===== config.mk =====
export PLATFORM = sky130hd
export DESIGN_NAME = axi_rd_arbiter_flat
export DESIGN_NICKNAME = d
export VERILOG_FILES = /design/src/rtl/axi_rd_arbiter_if.sv /design/src/rtl/axi_rd_arbiter.sv /design/src/flat_wrapper.sv
export SDC_FILE = /design/constraint.sdc
export NUM_CORES = 1
export LEC_CHECK = 0
export CORE_AREA = 5 5 141 143
export CTS_BUF_LIST = sky130_fd_sc_hd__clkbuf_4
export DETAILED_ROUTE_END_ITERATION = 10
export DIE_AREA = 0 0 146 148
export HOLD_SLACK_MARGIN = 0.15
export SKIP_LAST_GASP = 1
export SLEW_MARGIN = 10
export SYNTH_ARGS = -nofsm -noshare
export SYNTH_HDL_FRONTEND = slang
export SYNTH_SLANG_ARGS = --single-unit

===== constraint.sdc =====
create_clock -name clock -period 2.95 [get_ports clock]
set_clock_uncertainty 0.1 [all_clocks]
set_input_delay 0.59 -clock clock [delete_from_list [all_inputs] [get_ports clock]]
set_output_delay 0.59 -clock clock [all_outputs]
set_load 0.03 [all_outputs]

===== src/rtl/axi_rd_arbiter_if.sv =====
// rtl/axi_rd_arbiter_if.sv - AXI4 read address/data channel bundle
//
// Carries one AXI4 read port (AR + R channels).
//   master modport: the side that issues AR and accepts R beats
//   slave modport : the side that accepts AR and returns R beats
// Signals: arvalid/arready, araddr, arid, arlen, arsize, arburst,
//          rvalid/rready, rdata, rresp, rlast, rid
interface axi_rd_arbiter_if #(
  parameter int ADDR_WIDTH = 32,
  parameter int DATA_WIDTH = 64,
  parameter int ID_WIDTH   = 4
);
  logic                  arvalid;
  logic                  arready;
  logic [ADDR_WIDTH-1:0] araddr;
  logic [ID_WIDTH-1:0]   arid;
  logic [7:0]            arlen;
  logic [2:0]            arsize;
  logic [1:0]            arburst;
  logic                  rvalid;
  logic                  rready;
  logic [DATA_WIDTH-1:0] rdata;
  logic [1:0]            rresp;
  logic                  rlast;
  logic [ID_WIDTH-1:0]   rid;

  modport master (
    output arvalid, araddr, arid, arlen, arsize, arburst, rready,
    input  arready, rvalid, rdata, rresp, rlast, rid
  );

  modport slave (
    input  arvalid, araddr, arid, arlen, arsize, arburst, rready,
    output arready, rvalid, rdata, rresp, rlast, rid
  );
endinterface


===== src/rtl/axi_rd_arbiter.sv =====
// rtl/axi_rd_arbiter.sv - two-master round-robin arbiter for one AXI4 read port
//
// Shares the SRAM read port between the IFU (m0) and the LSU (m1), one
// transaction in flight at a time; the grant is held until the burst's
// last beat is accepted.
// Ports:
//   clock, reset : clock and asynchronous active-high reset
//   m0, m1       : read ports facing IFU / LSU (arbiter is their slave)
//   s            : read port facing the memory (arbiter is its master)
//   grant        : one-hot owner, bit0 = m0, bit1 = m1, 00 = none
//   busy         : a transaction is in its address or data phase
module axi_rd_arbiter #(
  parameter int ADDR_WIDTH = 32,
  parameter int DATA_WIDTH = 64,
  parameter int ID_WIDTH   = 4
) (
  input  logic              clock,
  input  logic              reset,
  axi_rd_arbiter_if.slave   m0,
  axi_rd_arbiter_if.slave   m1,
  axi_rd_arbiter_if.master  s,
  output logic [1:0]        grant,
  output logic              busy
);

  typedef enum logic [1:0] {
    IDLE = 2'd0,
    ADDR = 2'd1,
    DATA = 2'd2
  } state_t;

  state_t     state_q, state_d;
  logic [1:0] grant_q, grant_d;
  // 1 when m1 owned the most recent transaction; resets to 1 so m0 wins
  // the first tie.
  logic       last_grant_q, last_grant_d;
  logic       win_m1;

  // Selected master's request-side signals.
  logic                  sel_m1;
  logic                  sel_arvalid;
  logic                  sel_rready;
  logic [ADDR_WIDTH-1:0] sel_araddr;
  logic [ID_WIDTH-1:0]   sel_arid;
  logic [7:0]            sel_arlen;
  logic [2:0]            sel_arsize;
  logic [1:0]            sel_arburst;

  always_ff @(posedge clock or posedge reset) begin
    if (reset) begin
      state_q      <= IDLE;
      grant_q      <= 2'b00;
      last_grant_q <= 1'b1;
    end else begin
      state_q      <= state_d;
      grant_q      <= grant_d;
      last_grant_q <= last_grant_d;
    end
  end

  assign sel_m1 = grant_q[1];

  always_comb begin
    sel_arvalid = sel_m1 ? m1.arvalid : m0.arvalid;
    sel_rready  = sel_m1 ? m1.rready  : m0.rready;
    sel_araddr  = sel_m1 ? m1.araddr  : m0.araddr;
    sel_arid    = sel_m1 ? m1.arid    : m0.arid;
    sel_arlen   = sel_m1 ? m1.arlen   : m0.arlen;
    sel_arsize  = sel_m1 ? m1.arsize  : m0.arsize;
    sel_arburst = sel_m1 ? m1.arburst : m0.arburst;
  end

  // Next-state, grant and round-robin pointer.
  always_comb begin
    state_d      = state_q;
    grant_d      = grant_q;
    last_grant_d = last_grant_q;
    win_m1       = 1'b0;
    case (state_q)
      IDLE: begin
        grant_d = 2'b00;
        if (m0.arvalid || m1.arvalid) begin
          // On a tie the master that did not own the last burst goes next.
          win_m1       = (m0.arvalid && m1.arvalid) ? ~last_grant_q : m1.arvalid;
          grant_d      = win_m1 ? 2'b10 : 2'b01;
          last_grant_d = win_m1;
          state_d      = ADDR;
        end
      end
      ADDR: begin
        // A master that withdraws arvalid simply keeps the arbiter here.
        if (sel_arvalid && s.arready) begin
          state_d = DATA;
        end
      end
      DATA: begin
        if (s.rvalid && sel_rready && s.rlast) begin
          state_d = IDLE;
          grant_d = 2'b00;
        end
      end
      default: begin
        state_d = IDLE;
        grant_d = 2'b00;
      end
    endcase
  end

  // Channel steering. Everything not explicitly routed is held at zero, so
  // the idle master and every phase we are not in see a quiet bus.
  always_comb begin
    s.arvalid  = 1'b0;
    s.araddr   = '0;
    s.arid     = '0;
    s.arlen    = '0;
    s.arsize   = '0;
    s.arburst  = '0;
    s.rready   = 1'b0;
    m0.arready = 1'b0;
    m0.rvalid  = 1'b0;
    m0.rdata   = '0;
    m0.rresp   = '0;
    m0.rlast   = 1'b0;
    m0.rid     = '0;
    m1.arready = 1'b0;
    m1.rvalid  = 1'b0;
    m1.rdata   = '0;
    m1.rresp   = '0;
    m1.rlast   = 1'b0;
    m1.rid     = '0;
    case (state_q)
      ADDR: begin
        s.arvalid  = sel_arvalid;
        s.araddr   = sel_araddr;
        s.arid     = sel_arid;
        s.arlen    = sel_arlen;
        s.arsize   = sel_arsize;
        s.arburst  = sel_arburst;
        m0.arready = ~sel_m1 & s.arready;
        m1.arready =  sel_m1 & s.arready;
      end
      DATA: begin
        s.rready = sel_rready;
        if (sel_m1) begin
          m1.rvalid = s.rvalid;
          m1.rdata  = s.rdata;
          m1.rresp  = s.rresp;
          m1.rlast  = s.rlast;
          m1.rid    = s.rid;
        end else begin
          m0.rvalid = s.rvalid;
          m0.rdata  = s.rdata;
          m0.rresp  = s.rresp;
          m0.rlast  = s.rlast;
          m0.rid    = s.rid;
        end
      end
      default: begin
      end
    endcase
  end

  assign grant = grant_q;
  assign busy  = (state_q != IDLE);

endmodule

===== src/flat_wrapper.sv =====
// flat-port wrapper written by rule: the top's interface ports become plain ports
module axi_rd_arbiter_flat 
#(
  parameter int ADDR_WIDTH = 32,
  parameter int DATA_WIDTH = 64,
  parameter int ID_WIDTH   = 4
)
  (clock, reset, grant, busy, m0_arvalid, m0_araddr, m0_arid, m0_arlen, m0_arsize, m0_arburst, m0_rready, m0_arready, m0_rvalid, m0_rdata, m0_rresp, m0_rlast, m0_rid, m1_arvalid, m1_araddr, m1_arid, m1_arlen, m1_arsize, m1_arburst, m1_rready, m1_arready, m1_rvalid, m1_rdata, m1_rresp, m1_rlast, m1_rid, s_arvalid, s_araddr, s_arid, s_arlen, s_arsize, s_arburst, s_rready, s_arready, s_rvalid, s_rdata, s_rresp, s_rlast, s_rid);
  axi_rd_arbiter_if #(.ADDR_WIDTH(ADDR_WIDTH), .DATA_WIDTH(DATA_WIDTH), .ID_WIDTH(ID_WIDTH)) m0_i ();
  axi_rd_arbiter_if #(.ADDR_WIDTH(ADDR_WIDTH), .DATA_WIDTH(DATA_WIDTH), .ID_WIDTH(ID_WIDTH)) m1_i ();
  axi_rd_arbiter_if #(.ADDR_WIDTH(ADDR_WIDTH), .DATA_WIDTH(DATA_WIDTH), .ID_WIDTH(ID_WIDTH)) s_i ();
  input  logic clock;
  input  logic reset;
  output logic [1:0] grant;
  output logic busy;
  input wire logic [$bits(m0_i.arvalid)-1:0] m0_arvalid;
  input wire logic [$bits(m0_i.araddr)-1:0] m0_araddr;
  input wire logic [$bits(m0_i.arid)-1:0] m0_arid;
  input wire logic [$bits(m0_i.arlen)-1:0] m0_arlen;
  input wire logic [$bits(m0_i.arsize)-1:0] m0_arsize;
  input wire logic [$bits(m0_i.arburst)-1:0] m0_arburst;
  input wire logic [$bits(m0_i.rready)-1:0] m0_rready;
  output wire logic [$bits(m0_i.arready)-1:0] m0_arready;
  output wire logic [$bits(m0_i.rvalid)-1:0] m0_rvalid;
  output wire logic [$bits(m0_i.rdata)-1:0] m0_rdata;
  output wire logic [$bits(m0_i.rresp)-1:0] m0_rresp;
  output wire logic [$bits(m0_i.rlast)-1:0] m0_rlast;
  output wire logic [$bits(m0_i.rid)-1:0] m0_rid;
  input wire logic [$bits(m1_i.arvalid)-1:0] m1_arvalid;
  input wire logic [$bits(m1_i.araddr)-1:0] m1_araddr;
  input wire logic [$bits(m1_i.arid)-1:0] m1_arid;
  input wire logic [$bits(m1_i.arlen)-1:0] m1_arlen;
  input wire logic [$bits(m1_i.arsize)-1:0] m1_arsize;
  input wire logic [$bits(m1_i.arburst)-1:0] m1_arburst;
  input wire logic [$bits(m1_i.rready)-1:0] m1_rready;
  output wire logic [$bits(m1_i.arready)-1:0] m1_arready;
  output wire logic [$bits(m1_i.rvalid)-1:0] m1_rvalid;
  output wire logic [$bits(m1_i.rdata)-1:0] m1_rdata;
  output wire logic [$bits(m1_i.rresp)-1:0] m1_rresp;
  output wire logic [$bits(m1_i.rlast)-1:0] m1_rlast;
  output wire logic [$bits(m1_i.rid)-1:0] m1_rid;
  output wire logic [$bits(s_i.arvalid)-1:0] s_arvalid;
  output wire logic [$bits(s_i.araddr)-1:0] s_araddr;
  output wire logic [$bits(s_i.arid)-1:0] s_arid;
  output wire logic [$bits(s_i.arlen)-1:0] s_arlen;
  output wire logic [$bits(s_i.arsize)-1:0] s_arsize;
  output wire logic [$bits(s_i.arburst)-1:0] s_arburst;
  output wire logic [$bits(s_i.rready)-1:0] s_rready;
  input wire logic [$bits(s_i.arready)-1:0] s_arready;
  input wire logic [$bits(s_i.rvalid)-1:0] s_rvalid;
  input wire logic [$bits(s_i.rdata)-1:0] s_rdata;
  input wire logic [$bits(s_i.rresp)-1:0] s_rresp;
  input wire logic [$bits(s_i.rlast)-1:0] s_rlast;
  input wire logic [$bits(s_i.rid)-1:0] s_rid;
  assign m0_i.arvalid = m0_arvalid;
  assign m0_i.araddr = m0_araddr;
  assign m0_i.arid = m0_arid;
  assign m0_i.arlen = m0_arlen;
  assign m0_i.arsize = m0_arsize;
  assign m0_i.arburst = m0_arburst;
  assign m0_i.rready = m0_rready;
  assign m0_arready = m0_i.arready;
  assign m0_rvalid = m0_i.rvalid;
  assign m0_rdata = m0_i.rdata;
  assign m0_rresp = m0_i.rresp;
  assign m0_rlast = m0_i.rlast;
  assign m0_rid = m0_i.rid;
  assign m1_i.arvalid = m1_arvalid;
  assign m1_i.araddr = m1_araddr;
  assign m1_i.arid = m1_arid;
  assign m1_i.arlen = m1_arlen;
  assign m1_i.arsize = m1_arsize;
  assign m1_i.arburst = m1_arburst;
  assign m1_i.rready = m1_rready;
  assign m1_arready = m1_i.arready;
  assign m1_rvalid = m1_i.rvalid;
  assign m1_rdata = m1_i.rdata;
  assign m1_rresp = m1_i.rresp;
  assign m1_rlast = m1_i.rlast;
  assign m1_rid = m1_i.rid;
  assign s_arvalid = s_i.arvalid;
  assign s_araddr = s_i.araddr;
  assign s_arid = s_i.arid;
  assign s_arlen = s_i.arlen;
  assign s_arsize = s_i.arsize;
  assign s_arburst = s_i.arburst;
  assign s_rready = s_i.rready;
  assign s_i.arready = s_arready;
  assign s_i.rvalid = s_rvalid;
  assign s_i.rdata = s_rdata;
  assign s_i.rresp = s_rresp;
  assign s_i.rlast = s_rlast;
  assign s_i.rid = s_rid;
  axi_rd_arbiter #(.ADDR_WIDTH(ADDR_WIDTH), .DATA_WIDTH(DATA_WIDTH), .ID_WIDTH(ID_WIDTH)) u_core (.clock(clock), .reset(reset), .m0(m0_i), .m1(m1_i), .s(s_i), .grant(grant), .busy(busy));
endmodule

==> results of run 1 <==
==> stage by stage <==
stage                     power, W  hold WS, ns
final                      0.00337        0.438
after global placement     0.00334        0.417
after detailed placement   0.00332        0.419
after global routing       0.00358        0.471
after CTS                  0.00343        0.438
after floorplan            0.00196        0.268
==> worst min-delay path by stage <==
| stage | startpoint | end |
|---|---|---|
| 3_3_place_gp | u_core.last_grant_q | u_core.last_grant_q |
| 2_1_floorplan | reset | u_core.grant[0] |
| 5_1_grt | u_core.grant[0] | u_core.grant[0] |
| 4_1_cts | reset | u_core.state_q[1] |
| 3_5_place_dp | u_core.grant[0] | u_core.grant[0] |
| 6_report | u_core.grant[0] | u_core.grant[0] |
==> logic make-up after synthesis <==
| kind of cell | count (synthesis) |
|---|---|
| compound gates | 8 |
| buf+inv | 29 |
| flops | 5 |
| simple gates | 211 |
| mux | 51 |
==> power by group through the flow <==
| stage | registers [W] | logic (W) | clock network, W |
|---|---|---|---|
| floorplan | 0.000152 | 0.00181 | 0 |
| global placement | 0.000150 | 0.00319 | 0 |
| detailed placement | 0.000152 | 0.00317 | 0 |
| CTS | 0.000150 | 0.00319 | 0.0000876 |
| global route | 0.000157 | 0.00333 | 0.0000891 |
| finish | 0.000149 | 0.00314 | 0.0000820 |
==> cells in the final DEF (no fill, tap or decap), drive strengths merged, types with 2 or more instances in the layout <==
master and n:
a32oi 2, nor2 52, clkdlybuf4s50 232, o21ai 3
dfrtp 4, mux2i 49, inv 3, nor2b 2
buf 157, and3 2, and2 146, nand2 3
nand2b 3, clkbuf 3, mux2 2
==> registers in the layout (all words and copies together), names as in the netlist <==
| name | flops |
|---|---|
| u_core.last_grant_q | 1 |
| u_core.grant | 2 |
| u_core.state_q | 2 |
==> per-layer routing <==
metal / share of wire, % / global-route usage (%)
met1: 38 / 12.3
met2: 51 / 21.6
met3: 11 / 4.08
met4: 0.14 / 0.847
met5: 0 / 0
==> worst max-delay path: stages (launching register included) <==
cell	delay, ns
dfrtp_1	0.44
nand2b_2	0.20
buf_4	0.28
nor2_1	0.20
clkdlybuf4s50_1	0.70
==> layout make-up <==
type | count | area (um^2) | area share [%]
repair buffers | 389 | 3600 | 61.6
inverters | 3 | 11.3 | 0.193
flip-flops and latches | 5 | 128 | 2.18
clock buffers | 3 | 22.5 | 0.385
clock inverters | 1 | 5.00 | 0.0856
diodes | 1 | 2.50 | 0.0428
multi-input cells | 270 | 1780 | 30.5
well taps | 234 | 293 | 5.01
==> metrics, run 1 <==
Distinct cells, synth 26; dpl cells 901; synthesized net count 481; Initial Util 11.2%; CP startpoint kind register; Comb pwr share 93.1%; Crit Path Max Fanout 49; post-CTS sizing 0; Core Box Area 0.0185 mm^2; Port Buffer Count 376; DRT Wirelength 13800 um; worst r2r src u_core.grant[1]; Net Sw Frac 55.3%; Synth top cells by count 146 x and2_1, 51 x nor2_1, 49 x mux2i_1; DR iter-0 viols 81; nets 849; HP Class register to register; power share of the sequential group 4.4%; synth-to-layout area growth 184%; P_sw 0.00186 W; vias in the first global route 3487; Synth async-reset ratio 100%; synth top area cells and2_1 44%, mux2i_1 24%, nor2_1 9.3%; Die W 146 um; Die ar. 0.0216 mm^2; mean post-synth cell area 6.77 um^2; r2r endpoint u_core.state_q[0]; Slew headroom 66.4%; final worst path period need 2.78 ns; max cap viols 0; clock sink count 5; synth warn 0; Synth Area in Adders 0%; H-tree depth 1; total CTS buffers 3; Final Hold Vio Count 0; Yosys top cell by area and2_1; Layout Cells excl Fill 906; Overflow after GRT 0; Slew Viols, Final 0; I/O pin count 377; Fmax achieved 0.360 GHz; clock group share of total power 2.4%; GPL Wtd Cong 0.745; die height 148 um; Peak VDD IR 393 uV; post-CTS setup buffers 0; final instance area 0.00585 mm^2; CTS max path bufs 2; Worst setup endpoint s_araddr[13]; dpl hpwl 12300 um; clk_lat worst skew 0.25 ns; largest net degree at the start of global routing 74; Yosys top cell area share 44.3%; RSZ-0062 raised after global routing false; layout cells sized above 1 25.6%; Seq/Total Area, Yosys 6.14%; clk slew on worst S/H paths 0.05 ns; critical path type register to output pin; post-synthesis mux area share 25.3%; Clock Tree Root clkbuf_4; Synth Area in Simple Gates 58.0%; fill count 1985; origin of the worst setup path u_core.state_q[1]; xor and xnor area share after synthesis 0%; number of detailed-route iterations in the first pass 4; ys flop type dfrtp_1; status completed; final setup violation count 0; complex-gate fraction of the synthesized area 3.10%; TNS Setup 0 ns; initial antenna violation count 0; setup ws final 0.174 ns; largest family of logic cells by synthesized area simple AND/OR/NAND/NOR gates; Hold-fix buffers, CTS 0; first-pass GRT wire length 19700 um; Slew @ Worst Pin 0.504 ns; placed cell areas 0.00582 mm^2; Post-Syn Area 0.00206 mm^2; Post-synth EDFFs 0; Tcrit/Tclk final 94.1%; Worst R2R Setup Slack 1.40 ns; CP endpoint kind output pin; Total GRT Usage 11.2%; Vias/cell 3.69; CP required 2.26 ns; internal power 0.00151 W; mean routed wirelength per cell 15.2 um; Critical Path AT 2.09 ns; hold path cells 2; cells on worst reg2reg path 3; Static Leakage 2.63 nW; Syn Inst Count 304; pre-CTS setup slack 0.179 ns; Vias 3343; TritonCTS clock tree built; DRC violations left 0; power per cell area 577 mW/mm^2; #FFs+latches synth 5; fin util 31.7%; std cell rows 50; cell with the most instances after synthesis and2_1; Antenna Nets Post-Route 0
(Power assumes the default switching activity.)
==> inputs of run 2 (changes only) <==
--- a/config.mk
+++ b/config.mk
@@ -10,6 +10,7 @@
 export DETAILED_ROUTE_END_ITERATION = 10
 export DIE_AREA = 0 0 146 148
 export HOLD_SLACK_MARGIN = 0.15
+export RECOVER_POWER = 25
 export SKIP_LAST_GASP = 1
 export SLEW_MARGIN = 10
 export SYNTH_ARGS = -nofsm -noshare
==> run 2 against run 1 <==
Effect of this change:
- critical path depth did not move
- clock power grew 0.6%
- sequential power about the same
- register-to-register slack worse by 0.02 ns
- final area decreased by 1.8%
- first-iteration DRC count down 9.9%
- hold slack about the same
- global-route usage unchanged
- setup slack got worse by 0.091 ns
- utilization decreased by 0.58 points
- count of clock-buffer cells in the layout unchanged
- die area stayed put
- critical path type is now primary input to output pin
==> metrics, run 2 (synthesis results as in run 1) <==
status completed; Initial Util 11.2%; Crit Path Max Fanout 3; internal power 0.00146 W; TNS Setup 0 ns; Vias 3348; RSZ-0062 raised after global routing false; TritonCTS clock tree built; DRC violations left 0; final setup violation count 0; Overflow after GRT 0; worst r2r src u_core.grant[1]; DRT Wirelength 13800 um; commonest non-fill, non-tap cell in the layout clkdlybuf4s50_1; Critical Path AT 2.18 ns; I/O pin count 377; CP startpoint kind primary input; Net Sw Frac 56.0%; Core Box Area 0.0185 mm^2; Clock Tree Root clkbuf_4; Slew Viols, Final 0; CP required 2.26 ns; Static Leakage 2.60 nW; largest net degree at the start of global routing 74; Die ar. 0.0216 mm^2; clock group share of total power 2.5%; Tcrit/Tclk final 97.2%; max cap viols 0; die height 148 um; final worst path period need 2.87 ns; number of detailed-route iterations in the first pass 4; layout cells sized above 1 25.2%; Antenna Nets Post-Route 0; clock sink count 5; Vias/cell 3.70; dpl cells 901; std cell rows 50; Hold Crit Start u_core.grant[0]; Hold-fix buffers, CTS 0; power share of the sequential group 4.5%; HP Class register to register; GPL Wtd Cong 0.745; fin util 31.1%; CP endpoint kind output pin; first-pass GRT wire length 19700 um; P_sw 0.00186 W; Total GRT Usage 11.2%; Port Buffer Count 376; DR iter-0 viols 73; critical path type primary input to output pin; clk slew on worst S/H paths 0.04 ns; vias in the first global route 3487; post-CTS sizing 0; mean routed wirelength per cell 15.3 um; setup ws final 0.0831 ns; dpl hpwl 12300 um; post-CTS setup buffers 0; Worst R2R Setup Slack 1.38 ns; nets 849; origin of the worst setup path m1_arvalid; initial antenna violation count 0; synth-to-layout area growth 179%; Die W 146 um; Slew headroom 59.3%; pre-CTS setup slack 0.179 ns; Fmax achieved 0.349 GHz; Comb pwr share 93.0%; Layout Cells excl Fill 906; most frequent cells in the layout 228 x clkdlybuf4s50_1, 140 x and2_1, 115 x buf_4; total CTS buffers 3; power per cell area 580 mW/mm^2; Final Hold Vio Count 0; Peak VDD IR 393 uV; clk_lat worst skew 0.25 ns; CTS max path bufs 2; Slew @ Worst Pin 0.611 ns; H-tree depth 1; Power Total 0.00333 W
==> run 2: cell types whose count changed in the layout (fill, tap and decap cells not counted), sizes merged <==
cell | previous run | this run
clkbuf | 3 | 38
dlygate4sd3 | 0 | 4
buf | 157 | 122
clkdlybuf4s50 | 232 | 228
==> run 2: final timing paths <==
kind                                        to  depth (start not counted)
max reg2reg                  u_core.state_q[0]                          3
max                                  s_arvalid                          4
min in group asynchronous    u_core.state_q[0]                          2
min reg2reg                    u_core.grant[0]                          2
max in group asynchronous  u_core.last_grant_q                          2
min                            u_core.grant[0]                          2
==> run 2: power groups by stage <==
stage	clock network, W	logic, W	registers (W)
floorplan	0	0.00181	0.000152
global placement	0	0.00319	0.000150
detailed placement	0	0.00317	0.000152
CTS	0.0000876	0.00319	0.000150
global route	0.0000891	0.00328	0.000157
finish	0.0000825	0.00309	0.000149
==> run 2: metrics by stage <==
stage | hold WS [ns] | instance area [um^2]
after CTS | 0.438 | 5840
after global routing | 0.466 | 5740
after detailed placement | 0.419 | 5820
final | 0.437 | 5740
after floorplan | 0.268 | 2060
after global placement | 0.417 | 5820
==> run 2: area by class of cell <==
cell class              count  area, um^2
inverters                   3        11.3
well taps                 234         293
multi-input cells         270        1770
fillers                  2009       12700
repair buffers            389        3500
clock inverters             1        5.00
clock buffers               3        22.5
diodes                      1        2.50
flip-flops and latches      5         128
==> run 2: per-layer routing <==
layer | GRT usage (%) | wire [um] | vias up
li1 | - | - | 1697
met1 | 12.3 | 5250 | 1425
met2 | 21.6 | 7130 | 224
met3 | 4.08 | 1450 | 2
met4 | 0.847 | 19 | 0
met5 | 0 | 0 | -
==> run 2: worst max-delay path: stages <==
cell             delay [ns]
dlygate4sd3_1          0.55
mux2_4                 0.28
and2_1                 0.16
clkdlybuf4s50_1        0.60
